### src/rtl/pipelined_addsub.sv
// pipelined_addsub: segmented-carry pipelined add/sub with valid/ready; define PIPELINED_ADDSUB_SATURATE_EN to clamp sum on overflow
module pipelined_addsub #(
    parameter int WIDTH = 32,
    parameter int SEG = 8
) (
    input  logic             clock,
    input  logic             reset,
    input  logic             in_valid,
    output logic             in_ready,
    input  logic [WIDTH-1:0] operand0,
    input  logic [WIDTH-1:0] operand1,
    input  logic             cin,
    input  logic             sub,
    output logic             out_valid,
    input  logic             out_ready,
    output logic [WIDTH-1:0] sum,
    output logic             cout,
    output logic             overflow
);
    localparam int STAGES = WIDTH / SEG;
    localparam int L = STAGES - 1;
    logic [WIDTH-1:0]  a_q [STAGES];
    logic [WIDTH-1:0]  a_d [STAGES];
    logic [WIDTH-1:0]  b_q [STAGES];
    logic [WIDTH-1:0]  b_d [STAGES];
    logic [WIDTH-1:0]  s_q [STAGES];
    logic [WIDTH-1:0]  s_d [STAGES];
    logic [STAGES-1:0] c_q, c_d, v_q, v_d, cy;
    logic              ovf_q, ovf_d, adv;
    assign adv       = !(v_q[L] && !out_ready);
    assign in_ready  = adv;
    assign out_valid = v_q[L];
    assign sum       = s_q[L];
    assign cout      = c_q[L];
    assign overflow  = ovf_q;
    always_comb begin
        a_d[0] = operand0;
        b_d[0] = sub ? ~operand1 : operand1;
        s_d[0] = '0;
        v_d[0] = in_valid;
        cy[0]  = sub | cin;
        for (int k = 1; k < STAGES; k++) begin
            a_d[k] = a_q[k-1];
            b_d[k] = b_q[k-1];
            s_d[k] = s_q[k-1];
            v_d[k] = v_q[k-1];
            cy[k]  = c_q[k-1];
        end
        c_d = '0;
        for (int k = 0; k < STAGES; k++)
            {c_d[k], s_d[k][k*SEG +: SEG]} = {1'b0, a_d[k][k*SEG +: SEG]} + {1'b0, b_d[k][k*SEG +: SEG]} + {{SEG{1'b0}}, cy[k]};
        ovf_d = (a_d[L][WIDTH-1] ^ b_d[L][WIDTH-1] ^ s_d[L][WIDTH-1]) ^ c_d[L];
`ifdef PIPELINED_ADDSUB_SATURATE_EN
        if (ovf_d)
            s_d[L] = a_d[L][WIDTH-1] ? {1'b1, {(WIDTH-1){1'b0}}} : {1'b0, {(WIDTH-1){1'b1}}};
`endif
    end
    always_ff @(posedge clock) begin
        if (reset) begin
            a_q   <= '{default: '0};
            b_q   <= '{default: '0};
            s_q   <= '{default: '0};
            c_q   <= '0;
            v_q   <= '0;
            ovf_q <= 1'b0;
        end else if (adv) begin
            a_q   <= a_d;
            b_q   <= b_d;
            s_q   <= s_d;
            c_q   <= c_d;
            v_q   <= v_d;
            ovf_q <= ovf_d;
        end
    end
endmodule

### config.mk
export PLATFORM = sky130hd
export DESIGN_NAME = pipelined_addsub
export DESIGN_NICKNAME = d
export VERILOG_FILES = /design/src/rtl/pipelined_addsub.sv
export SDC_FILE = /design/constraint.sdc
export NUM_CORES = 1
export LEC_CHECK = 0
export CAP_MARGIN = 10
export CORE_ASPECT_RATIO = 0.75
export CORE_MARGIN = 8
export CORE_UTILIZATION = 50
export DETAILED_ROUTE_END_ITERATION = 10
export GPL_TIMING_DRIVEN = 0
export HOLD_SLACK_MARGIN = 0.03
export PLACE_DENSITY_LB_ADDON = 0.2
export SYNTH_ARGS = -nofsm -noshare
export SYNTH_HDL_FRONTEND = slang
export SYNTH_SLANG_ARGS = --single-unit
### constraint.sdc
create_clock -name clock -period 2.5 [get_ports clock]
set_input_delay 0.375 -clock clock [delete_from_list [all_inputs] [get_ports clock]]
set_output_delay 0.375 -clock clock [all_outputs]
set_load 0.1 [all_outputs]
Word-level counts from Yosys, hierarchy flattened
Index checks and enable logic that the tools add are counted.
W data, S select, Z words.
{ "totals": {"inputBits": 70, "ff_bits": 281, "elab_cells": 30, "output_inout_bits": 36} }
{ "classes": {"n_bitwise": 5, "add_sub_neg": 8, "mux": 1, "n_reduce_logical": 3} }
{ "ops": {"columns": ["operator", "count"], "rows": [
  ["$add A8 B8 Y9", 4],
  ["$add A9 B1 Y9", 4],
  ["$mux W32", 1],
  ["$not A32 Y32", 1],
  ["$xor A1 B1 Y1", 3],
  ["$logic_not A1 Y1", 2],
  ["$logic_and A1 B1 Y1", 1],
  ["$or A1 B1 Y1", 1]
]} }

Depth between registers and ports, before layout
Gate-level depths: netlist of the first run.
{ "logic_depth": {"ltp_word": 4, "depth_mapped": 11, "depth_no_buf": 9} }

Worst setup path before layout of the first run
Ideal clock, no wire load.
{ "synth_timing": {"kind": "register -> output", "startpoint": "reg v_q[3]", "endpoint": "out in_ready", "path_stages_with_launch": 5, "t_required_ns": 2.125, "path_buffers": 2, "arrival_time_ns": 2.293, "setup_slack_ns": -0.168, "cell_sequence": "dfxtp_1 > nor2b_1 > inv_1 > clkbuf_1 > clkbuf_1"} }
{ "synth_between": {"elab_chain_len": 2} }
{ "synth_lines": {"columns": ["element", "line", "text"], "rows": [
  ["start: declaration", "28", "logic [STAGES-1:0] c_q, c_d, v_q, v_d, cy;"],
  ["start signal: assignment", "71", "v_q <= v_d;"],
  ["$logic_and A1 B1 Y1", "30", "assign adv = !(v_q[L] && !out_ready);"],
  ["$logic_not A1 Y1", "30", null],
  ["end: declaration", "9", "output logic in_ready,"]
]} }
Every way passes these cells.

Worst setup path after layout of the first run
{ "layout_timing": {"startpoint": "reg a_q, in the netlist a_d[72]", "endpoint": "reg c_q[1]"} }
{ "layout_between": {"elab_chain_len": 2} }
{ "layout_lines": {"columns": ["element", "line", "text"], "rows": [
  ["start: declaration", "22", "logic [WIDTH-1:0] a_q [STAGES];"],
  ["start signal: assignment", "60", "a_q <= '{default: '0};"],
  ["start signal: assignment", "67", "a_q <= a_d;"],
  ["$add A8 B8 Y9", "51", "{c_d[k], s_d[k][k*SEG +: SEG]} = {1'b0, a_d[k][k*SEG +: SEG]} + {1'b0, b_d[k][k*SEG +: SEG]} + {{SEG{1'b0}}, c ..."],
  ["$add A9 B1 Y9", "51", null],
  ["end signal: assignment", "63", "c_q <= '0;"],
  ["end signal: assignment", "70", "c_q <= c_d;"],
  ["end: declaration", "28", null]
]} }
Every way passes these cells.
A chain may end at the register's enable or synchronous reset.

==> metrics.csv, run 1 <==
stage,metric,value,unit
sta,fin. max-slew vios,0,
routing,drt total wl,20.8,mm
sta,Min Hold Slack,0.335,ns
sta,# setup viols final,0,
routing,top layer in use,met4,
cts,CTS H-tree depth,4,
logic_synthesis,cells after synthesis,954,
critical_path,cell mode on critical path,fa_1,
final_layout,Final #Nets,1181,
global_routing,largest net degree at the start of global routing,18,
final_layout,Inserted Diodes,0,
critical_path,crit-path cells,fa_1 > fa_1 > a211oi_1 > o21bai_1 > a21oi_1 > nand2b_1 > a221oi_1,
logic_synthesis,Cell variety after synth,39,
logic_synthesis,Area contributors post-synth,"dfxtp_1 47%, nand2_1 13%, a21oi_1 9.8%",
run_status,outcome,completed,
routing,Post-DRT Antenna Nets,0,
final_layout,FF/Latch Area,3700,um^2
critical_path,CP max-delay cell,fa_1,
routing,Post-route DRC,0,
floorplan,Chip Height,125,um
routing,routed wl met3,1.69,mm
cts,Worst-path clk slew,0.07,ns
hold_path,number of cells on the worst hold path,3,
logic_synthesis,synth warn,0,
critical_path,Worst path max stage delay,0.47,ns
logic_synthesis,"Avg Cell Area, Syn",8.25,um^2
floorplan,die area,20100,um^2
logic_synthesis,post-synthesis adder-cell area fraction,6.49,%
logic_synthesis,Post-Synth XOR/XNOR Area,4.45,%
routing,drt wl/cell,16.1,um
logic_synthesis,Seq cells post-synth,185,
floorplan,Starting Density,51.4,%
final_layout,Final Core Density,63.9,%
cts,root buffer cell,clkbuf_16,
routing,Vias,6849,
floorplan,Core Footprint,15300,um^2
cts,worst skew pair latency,0.43,ns
global_routing,first-pass GRT wire length,33.7,mm
sta,fmax,429,MHz
placement,gp weighted congestion,0.856,
critical_path,Crit Path Class,reg2reg,
logic_synthesis,Synth Cell Area,7870,um^2
sta,Fin. Hold Viols,0,
sta,fin crit period,2.33,ns
placement,DP Area,9160,um^2
cts,TritonCTS clock tree,done,
logic_synthesis,Post-synth top cells,"283 x nand2_1, 185 x dfxtp_1, 154 x a21oi_1",
logic_synthesis,"EDFF count, synth",0,
final_layout,layout cells sized above 1,4.87,%
critical_path,CP Capture Type,flip-flop,
routing,initial DRC count,527,
logic_synthesis,main combinational cell family by area after synthesis,simple AND/OR/NAND/NOR gates,
routing,Via density,5.30,
cts,CTS Buffer Depth,2,
sta,unrepaired setup endpoints after global routing,no,
critical_path,CP arrival,2.62,ns
sta,clk_skew,0.00630,ns
power_and_ir_drop,PD cells,727,nW/um^2
critical_path,peak fanout along the critical path,3,
global_routing,remaining global-route overflow,0,
logic_synthesis,"Top FF cell, synth",dfxtp_1,
routing,number of detailed-route iterations in the first pass,5,
critical_path,Worst setup SP type,flip-flop,
logic_synthesis,syn nets,1060,
global_routing,Total GRT Usage,20.8,%
routing,Met2 Routed Length,8.28,mm
logic_synthesis,Post-Synth Simple-Gate Area,20.1,%
logic_synthesis,top cell type's share of synthesized area,47.1,%
critical_path,CP required,2.79,ns
floorplan,Core Rows,39,
final_layout,fillcell total,1379,
power_and_ir_drop,Pleak,3.83,nW
final_layout,area of the multi-input gates,3870,um^2
placement,post-DP HPWL,15.6,mm
floorplan,die width,161,um
power_and_ir_drop,maximum VDD drop,0.462,mV
global_routing,initial antenna violation count,0,
sta,slew at the pin closest to its max-slew limit,0.974,ns
routing,met1 wire length,10.6,mm
logic_synthesis,post-synthesis sequential area ratio,47.1,%
logic_synthesis,"Async S/R FF share, synth",0,%
job,maxcap violations,0,
sta,final worst path period share,93.1,%
logic_synthesis,complex-gate fraction of the synthesized area,17.7,%
logic_synthesis,most common cell in the netlist,nand2_1,
cts,cts bufs inserted,17,
hold_path,Hold Path Class,in2reg,
cts,clock sinks,185,
power_and_ir_drop,total power draw,0.00712,W
floorplan,I/O pin cnt,106,
logic_synthesis,cell taking the most area after synthesis,dfxtp_1,
critical_path,Worst Reg-to-Reg Cells,7,
cts,"Setup Fix Bufs, Post-CTS",0,
logic_synthesis,post-synthesis mux area share,0.381,%
final_layout,"Design Area, Final",9800,um^2
placement,Port Buf Inserts,103,
sta,slew margin rel.,34.9,%
final_layout,Area Overhead vs Synth,24.4,%
global_routing,vias in the first global route,6507,
cells by family after synthesis:
group	count (synthesis)
xor+xnor	40
buf+inv	76
simple gates	377
mux	3
flops	185
fa+ha+maj	36
compound gates	237
path summary, 6_finish.rpt:
kind,start,endpoint,slack [ns]
worst max-delay path,a_d[72],c_q[1],0.17
worst min-delay path,sub,b_d[72],0.33
worst max register to register,a_d[72],c_q[1],0.17
worst min register to register,sum[27],sum[27],0.45
placed cells by master, fill, tap and decap left out, drive strengths merged, types with 11 or more instances in the layout:
master,n
a21oi,154
nand2,283
clkdlybuf4s50,102
o21ai,13
a211oi,35
inv,13
buf,15
nor3,11
nor2,37
xnor2,30
clkbuf,72
ha,28
dfxtp,185
routing by layer:
layer / vias to the layer above / global-route usage (%)
met4: 0 / 6.14
met3: 23 / 5.22
met1: 3131 / 31.1
met5: - / 0
met2: 228 / 28.4
li1: 3467 / -
registers in the layout (all words and copies together) (netlist names):
register / count
sum: 32
c_q: 4
overflow: 1
b_d: 48
s_d: 48
v_q: 4
a_d: 48
metrics by stage:
stage | setup slack (ns) | TNS (ns) | instances
floorplan | 0.0167 | 0 | 954
global placement | -0.976 | -1.52 | 1262
detailed placement | -0.977 | -1.66 | 1262
CTS | 0.0531 | 0 | 1293
global route | 0.00212 | 0 | 1293
finish | 0.171 | 0 | 1293
timing repair:
item                                    in CTS  in global routing
hold buffers                                 0                  0
resized for setup                            6                  2
endpoints found under the setup margin       1                  2
cloned                                       0                  0
layout make-up:
class | count | share of cell area [%]
tap | 205 | 2.62
inverter | 7 | 0.268
timing repair buffer | 103 | 10.5
clock buffer | 18 | 4.38
clock inverter | 14 | 2.15
buffer | 68 | 2.81
multi-input combinational | 693 | 39.5
sequential | 185 | 37.8
power breakdown:
group          switching (W)  internal [W]
logic               0.000551      0.000391
registers           0.000133       0.00314
clock network        0.00120       0.00170
total                0.00188       0.00524
critical path, delay by kind of cell (launching register included):
kind | cells | cell delay (ns)
adders and majority gates | 2 | 0.91
DFF | 1 | 0.34
and+or+nand+nor | 1 | 0.15
AOI/OAI and AO/OA | 4 | 0.79
No activity file was read; power rests on OpenSTA's default activity.
==> run 2, diff against run 1 <==
--- a/config.mk
+++ b/config.mk
@@ -8,9 +8,9 @@
 export CAP_MARGIN = 10
 export CORE_ASPECT_RATIO = 0.75
 export CORE_MARGIN = 8
-export CORE_UTILIZATION = 50
+export CORE_UTILIZATION = 51
+export CTS_BUF_LIST = sky130_fd_sc_hd__clkbuf_4 sky130_fd_sc_hd__clkbuf_8
 export DETAILED_ROUTE_END_ITERATION = 10
-export GPL_TIMING_DRIVEN = 0
 export HOLD_SLACK_MARGIN = 0.03
 export PLACE_DENSITY_LB_ADDON = 0.2
 export SYNTH_ARGS = -nofsm -noshare
==> constraint.sdc (replaced) <==
create_clock -name clock -period 2.5 [get_ports clock]
set_input_delay 0.25 -clock clock [delete_from_list [all_inputs] [get_ports clock]]
set_output_delay 0.25 -clock clock [all_outputs]
set_load 0.1 [all_outputs]
==> run 2 against run 1 <==
Clock skew grew 0.0065 ns. Global-route usage shrank 3.3 points. Die area shrank 1.7%. Total power shrank 13%. Sequential power is essentially flat. Via count shrank 7.3%. Register-to-register slack gained 0.02 ns. Sequential share of layout area grew 1.6 points. Flip-flop and latch count is the same. Cell count shrank 3.9%. Critical endpoint unchanged.
==> metrics.csv, run 2 (synthesis results as in run 1) <==
stage,metric,value,unit,change
cts,Worst-path clk slew,0.09,ns,was 0.07 ns
global_routing,largest net degree at the start of global routing,141,,was 18
run_status,outcome,completed,,unchanged
final_layout,layout cells sized above 1,8.97,%,was 4.87%
cts,# resized after CTS,0,,was 6
global_routing,Total GRT Usage,17.5,%,was 20.8%
cts,root buffer cell,clkbuf_8,,was clkbuf_16
critical_path,CP arrival,2.59,ns,was 2.62 ns
routing,number of detailed-route iterations in the first pass,5,,unchanged
cts,TritonCTS clock tree,done,,unchanged
final_layout,"Design Area, Final",9410,um^2,was 9800 um^2
critical_path,CP startpoint,a_d[72],,unchanged
floorplan,I/O pin cnt,106,,unchanged
critical_path,CP required,2.78,ns,was 2.79 ns
floorplan,Core Rows,39,,unchanged
final_layout,Final Core Density,62.0,%,was 63.9%
critical_path,crit-path cells,fa_1 > fa_1 > a211oi_1 > o21bai_1 > a21oi_1 > nand2b_1 > a221oi_1,,unchanged
cts,CTS Buffer Depth,2,,unchanged
critical_path,Worst Reg-to-Reg Cells,7,,unchanged
placement,DP Area,9000,um^2,was 9160 um^2
job,maxcap violations,0,,unchanged
placement,post-DP HPWL,11.6,mm,was 15.6 mm
cts,CTS H-tree depth,4,,unchanged
placement,DP Worst Slack,-0.109,ns,was -0.977 ns
cts,worst skew pair latency,0.46,ns,was 0.43 ns
final_layout,Final #Nets,1131,,was 1181
sta,clk_skew,0.0128,ns,was 0.00630 ns
routing,Via density,5.11,,was 5.30
power_and_ir_drop,Pleak,3.77,nW,was 3.83 nW
critical_path,CP Capture Type,flip-flop,,unchanged
hold_path,Hold Path Class,in2reg,,unchanged
critical_path,Crit Path Class,reg2reg,,unchanged
global_routing,vias in the first global route,5797,,was 6507
final_layout,Area Overhead vs Synth,19.5,%,was 24.4%
final_layout,fillcell total,1376,,was 1379
final_layout,"leading cell type in the layout, fill and taps excluded",nand2_1,,unchanged
sta,fmax,433,MHz,was 429 MHz
sta,Fin. Hold Viols,0,,unchanged
cts,cts bufs inserted,17,,unchanged
floorplan,die area,19700,um^2,was 20100 um^2
floorplan,Starting Density,51.9,%,was 51.4%
critical_path,Worst path max stage delay,0.48,ns,was 0.47 ns
sta,unrepaired setup endpoints after global routing,no,,unchanged
cts,clock sinks,185,,unchanged
cts,"Setup Fix Bufs, Post-CTS",0,,unchanged
critical_path,Worst setup SP type,flip-flop,,unchanged
power_and_ir_drop,total power draw,0.00618,W,was 0.00712 W
sta,slew at the pin closest to its max-slew limit,0.975,ns,was 0.974 ns
final_layout,Inserted Diodes,0,,unchanged
critical_path,Worst R2R Setup Slack,0.19,ns,was 0.17 ns
placement,gp weighted congestion,0.826,,was 0.856
critical_path,cell mode on critical path,fa_1,,unchanged
floorplan,Chip Height,124,um,was 125 um
power_and_ir_drop,PD cells,657,nW/um^2,was 727 nW/um^2
global_routing,remaining global-route overflow,0,,unchanged
critical_path,CP max-delay cell,fa_1,,unchanged
critical_path,reg2reg start,a_d[72],,unchanged
sta,fin. max-slew vios,0,,unchanged
final_layout,FF/Latch Area,3700,um^2,unchanged
global_routing,first-pass GRT wire length,28.6,mm,was 33.7 mm
floorplan,Core Footprint,15200,um^2,was 15300 um^2
placement,Port Buf Inserts,105,,was 103
sta,# setup viols final,0,,unchanged
sta,final worst path period share,92.3,%,was 93.1%
final_layout,area of the multi-input gates,3870,um^2,about the same
routing,initial DRC count,412,,was 527
sta,slew margin rel.,35.0,%,was 34.9%
final_layout,most frequent cells in the layout,"283 x nand2_1, 185 x dfxtp_1, 154 x a21oi_1",,unchanged
cts,CTS Hold Buffers Added,0,,unchanged
sta,setup slack after layout,0.192,ns,was 0.171 ns
routing,Post-route DRC,0,,unchanged
global_routing,initial antenna violation count,0,,unchanged
hold_path,number of cells on the worst hold path,3,,unchanged
sta,Setup TNS Final,0,ns,unchanged
critical_path,Critical Path End,c_q[1],,unchanged
floorplan,die width,159,um,was 161 um
routing,drt total wl,17.0,mm,was 20.8 mm
routing,drt wl/cell,13.7,um,was 16.1 um
critical_path,Crit Reg-Reg Endpoint,c_q[1],,unchanged
routing,Post-DRT Antenna Nets,0,,unchanged
power_and_ir_drop,maximum VDD drop,0.337,mV,was 0.462 mV
sta,fin crit period,2.31,ns,was 2.33 ns
routing,Vias,6346,,was 6849
critical_path,peak fanout along the critical path,3,,unchanged
## run 2: worst min-delay path by stage
stage / startpoint / endpoint / slack, ns
after global placement: sum[18] / sum[18] / 0.44
after floorplan: operand0[8] / a_d[72] / 0.39
after CTS: in_valid / v_q[0] / 0.31
final: operand0[31] / a_d[95] / 0.34
after detailed placement: s_d[0] / s_d[0] / 0.44
after global routing: operand0[20] / a_d[84] / 0.33
## run 2: critical path: cells and delay by family, from the launching register on
| family | cells | cell delay [ns] |
|---|---|---|
| DFF | 1 | 0.34 |
| adders and majority gates | 2 | 0.92 |
| AOI/OAI and AO/OA | 4 | 0.74 |
| and+or+nand+nor | 1 | 0.13 |
## run 2: stage by stage
step	std cells	hold WS (ns)
global route	1242	0.331
global placement	1211	0.439
CTS	1242	0.312
finish	1242	0.336
detailed placement	1211	0.443
floorplan	954	0.390
## run 2: final cells by class
class	count	area share, %
inverters	7	0.333
clock buffers	21	3.01
well taps	205	2.73
repair buffers	121	12.1
flip-flops and latches	185	39.4
clock inverters	10	1.26
multi-input cells	693	41.2
## run 2: power breakdown
part           internal [W]  leakage, nW  switching (W)  total [W]
Clock              0.000976        0.198        0.00103    0.00201
Combinational      0.000389         2.05       0.000532   0.000920
Sequential          0.00314         1.52       0.000110    0.00325
## run 2: layer usage
metal	vias to the layer above	part of all wire, %	track usage [%]
met3	17	5.9	5.25
li1	3361	-	-
met5	-	0	0
met1	2836	56	27.0
met4	0	1.1	5.11
met2	132	37	22.4
==> run 3, diff against run 2 <==
--- a/config.mk
+++ b/config.mk
@@ -13,6 +13,8 @@
 export DETAILED_ROUTE_END_ITERATION = 10
 export HOLD_SLACK_MARGIN = 0.03
 export PLACE_DENSITY_LB_ADDON = 0.2
+export REMOVE_ABC_BUFFERS = 1
+export SLEW_MARGIN = 20
 export SYNTH_ARGS = -nofsm -noshare
 export SYNTH_HDL_FRONTEND = slang
 export SYNTH_SLANG_ARGS = --single-unit
==> run 3 against run 2 <==
Setup slack better by 0.065 ns. Clock power down 2%. Global-route usage down 0.71 points. Largest cell class unchanged. Cell area up 0.40%. Die area unchanged.
==> metrics.csv, run 3 (synthesis results as in run 1) <==
stage,metric,value,unit,change
run_status,outcome,completed,,unchanged
cts,"Setup Fix Bufs, Post-CTS",0,,unchanged
sta,fin crit period,2.24,ns,was 2.31 ns
critical_path,Worst Reg-to-Reg Cells,7,,unchanged
hold_path,number of cells on the worst hold path,2,,was 3
routing,Post-route DRC,0,,unchanged
sta,slew margin rel.,34.7,%,was 35.0%
power_and_ir_drop,Int Power,0.00436,W,was 0.00450 W
global_routing,Total GRT Usage,16.8,%,was 17.5%
final_layout,Non-Filler Instances,1248,,was 1242
cts,root buffer cell,clkbuf_8,,unchanged
final_layout,Final #Nets,1136,,was 1131
critical_path,Crit path depth,7,,unchanged
routing,Vias,6406,,was 6346
cts,CTS Hold Buffers Added,0,,unchanged
routing,number of detailed-route iterations in the first pass,4,,was 5
final_layout,"leading cell type in the layout, fill and taps excluded",nand2_1,,unchanged
routing,drt wl/cell,13.0,um,was 13.7 um
final_layout,Inserted Diodes,0,,unchanged
placement,Port Buf Inserts,105,,unchanged
hold_path,Hold Crit Start,reset,,was operand0[31]
power_and_ir_drop,Net Sw Frac,28.6,%,was 27.1%
sta,unrepaired setup endpoints after global routing,no,,unchanged
cts,Worst-path clk slew,0.10,ns,was 0.09 ns
global_routing,vias in the first global route,6109,,was 5797
sta,final worst path period share,89.7,%,was 92.3%
critical_path,crit path buf inv count,0,,unchanged
floorplan,Starting Density,51.9,%,unchanged
power_and_ir_drop,maximum VDD drop,0.355,mV,was 0.337 mV
cts,clock sinks,185,,unchanged
placement,gp weighted congestion,0.804,,was 0.826
power_and_ir_drop,logic gate share of total power,14.8,%,was 14.9%
placement,post-DP HPWL,10.9,mm,was 11.6 mm
sta,slew at the pin closest to its max-slew limit,0.979,ns,was 0.975 ns
global_routing,largest net degree at the start of global routing,129,,was 141
power_and_ir_drop,Pleak,3.79,nW,was 3.77 nW
floorplan,die area,19700,um^2,unchanged
sta,clk_skew,0.0101,ns,was 0.0128 ns
cts,# resized after CTS,0,,unchanged
sta,fmax,446,MHz,was 433 MHz
global_routing,remaining global-route overflow,0,,unchanged
power_and_ir_drop,sequential share of power,53.1,%,was 52.6%
critical_path,crit-path cells,fa_1 > fa_1 > a211oi_2 > o21bai_1 > a21oi_1 > nand2b_1 > a221oi_1,,was fa_1 > fa_1 > a211oi_1 > o21bai_1 > a21oi_1 > nand2b_1 > a221oi_1
cts,worst skew pair latency,0.46,ns,about the same
critical_path,CP arrival,2.54,ns,was 2.59 ns
sta,fin. max-slew vios,0,,unchanged
floorplan,Core Rows,39,,unchanged
power_and_ir_drop,Clock power frac,32.1,%,was 32.5%
power_and_ir_drop,NetSw,0.00175,W,was 0.00167 W
critical_path,reg2reg start,a_d[72],,unchanged
cts,CTS Buffer Depth,2,,unchanged
cts,CTS H-tree depth,4,,unchanged
cts,TritonCTS clock tree,done,,unchanged
routing,initial DRC count,345,,was 412
floorplan,Chip Height,124,um,unchanged
floorplan,I/O pin cnt,106,,unchanged
critical_path,CP startpoint,a_d[72],,unchanged
placement,placed cells,1216,,was 1211
job,maxcap violations,0,,unchanged
critical_path,Worst setup SP type,flip-flop,,unchanged
sta,Fin. Hold Viols,0,,unchanged
final_layout,layout cells sized above 1,9.68,%,was 8.97%
critical_path,CP Capture Type,flip-flop,,unchanged
global_routing,initial antenna violation count,0,,unchanged
critical_path,"CP delay by family, top",adder cells,,unchanged
routing,Post-DRT Antenna Nets,0,,unchanged
cts,cts bufs inserted,17,,unchanged
sta,# setup viols final,0,,unchanged
critical_path,peak fanout along the critical path,3,,unchanged
global_routing,first-pass GRT wire length,28.0,mm,was 28.6 mm
routing,drt total wl,16.2,mm,was 17.0 mm
critical_path,CP max-delay cell,fa_1,,unchanged
sta,Min Hold Slack,0.305,ns,was 0.336 ns
final_layout,most frequent cells in the layout,"283 x nand2_1, 185 x dfxtp_1, 154 x a21oi_1",,unchanged
floorplan,die width,159,um,unchanged
final_layout,Area Overhead vs Synth,20.0,%,was 19.5%
hold_path,Hold Path Class,in2reg,,unchanged
critical_path,Crit Path Class,reg2reg,,unchanged
floorplan,Core Footprint,15200,um^2,unchanged
critical_path,cell mode on critical path,fa_1,,unchanged
power_and_ir_drop,PD cells,647,nW/um^2,was 657 nW/um^2
critical_path,CP required,2.79,ns,was 2.78 ns
critical_path,Worst path max stage delay,0.47,ns,was 0.48 ns
routing,Via density,5.13,,was 5.11
-- run 3: changes by cell type in the layout (fill, tap and decap cells not counted), sizes merged --
cell,change
inv,+7
bufinv,-1
clkinv,-1
buf,+5
clkbuf,-4
-- run 3: path summary, 6_finish.rpt --
check	end	slack, ns
setup / recovery	c_q[1]	0.26
hold / removal	a_d[87]	0.31
setup reg to reg	c_q[1]	0.26
hold reg to reg	sum[0]	0.45
-- run 3: worst reg2reg max path, stage by stage, from the launching register on --
cell	delay [ns]
dfxtp_1	0.34
fa_1	0.47
fa_1	0.46
a211oi_2	0.28
o21bai_1	0.12
a21oi_1	0.21
nand2b_1	0.14
a221oi_1	0.07
-- run 3: final cells by class --
| class | instances | area [um^2] |
|---|---|---|
| clock inverters | 15 | 158 |
| clock buffers | 17 | 234 |
| inverters | 7 | 31.3 |
| fillers | 1383 | 5730 |
| multi-input cells | 693 | 3880 |
| repair buffers | 126 | 1180 |
| well taps | 205 | 256 |
| flip-flops and latches | 185 | 3700 |
-- run 3: metal layers --
metal,track usage [%],part of all wire (%),vias up
met2,28.1,46,99
met3,4.52,4.3,7
met5,0,0,-
li1,-,-,3376
met1,21.1,49,2924
met4,5.23,0.70,0
-- run 3: metrics by stage --
step | total power, W | setup TNS, ns | area [um^2] | util [%] | setup WS, ns
after floorplan | 0.00387 | -2257.69 | 7600 | - | -12.59
after global placement | 0.00420 | -0.0145 | 9040 | 59.6 | -0.0145
after detailed placement | 0.00422 | -0.0752 | 9040 | 59.6 | -0.0752
after CTS | 0.00618 | 0 | 9430 | 62.2 | 0.206
after global routing | 0.00643 | 0 | 9440 | 62.2 | 0.0440
final | 0.00611 | 0 | 9440 | 62.2 | 0.257
-- run 3: power groups by stage --
stage | sequential (W) | combinational (W) | clock (W)
finish | 0.00324 | 0.000907 | 0.00196
floorplan | 0.00344 | 0.000432 | 0
CTS | 0.00324 | 0.000912 | 0.00202
global placement | 0.00331 | 0.000894 | 0
detailed placement | 0.00331 | 0.000907 | 0
global route | 0.00327 | 0.00100 | 0.00216
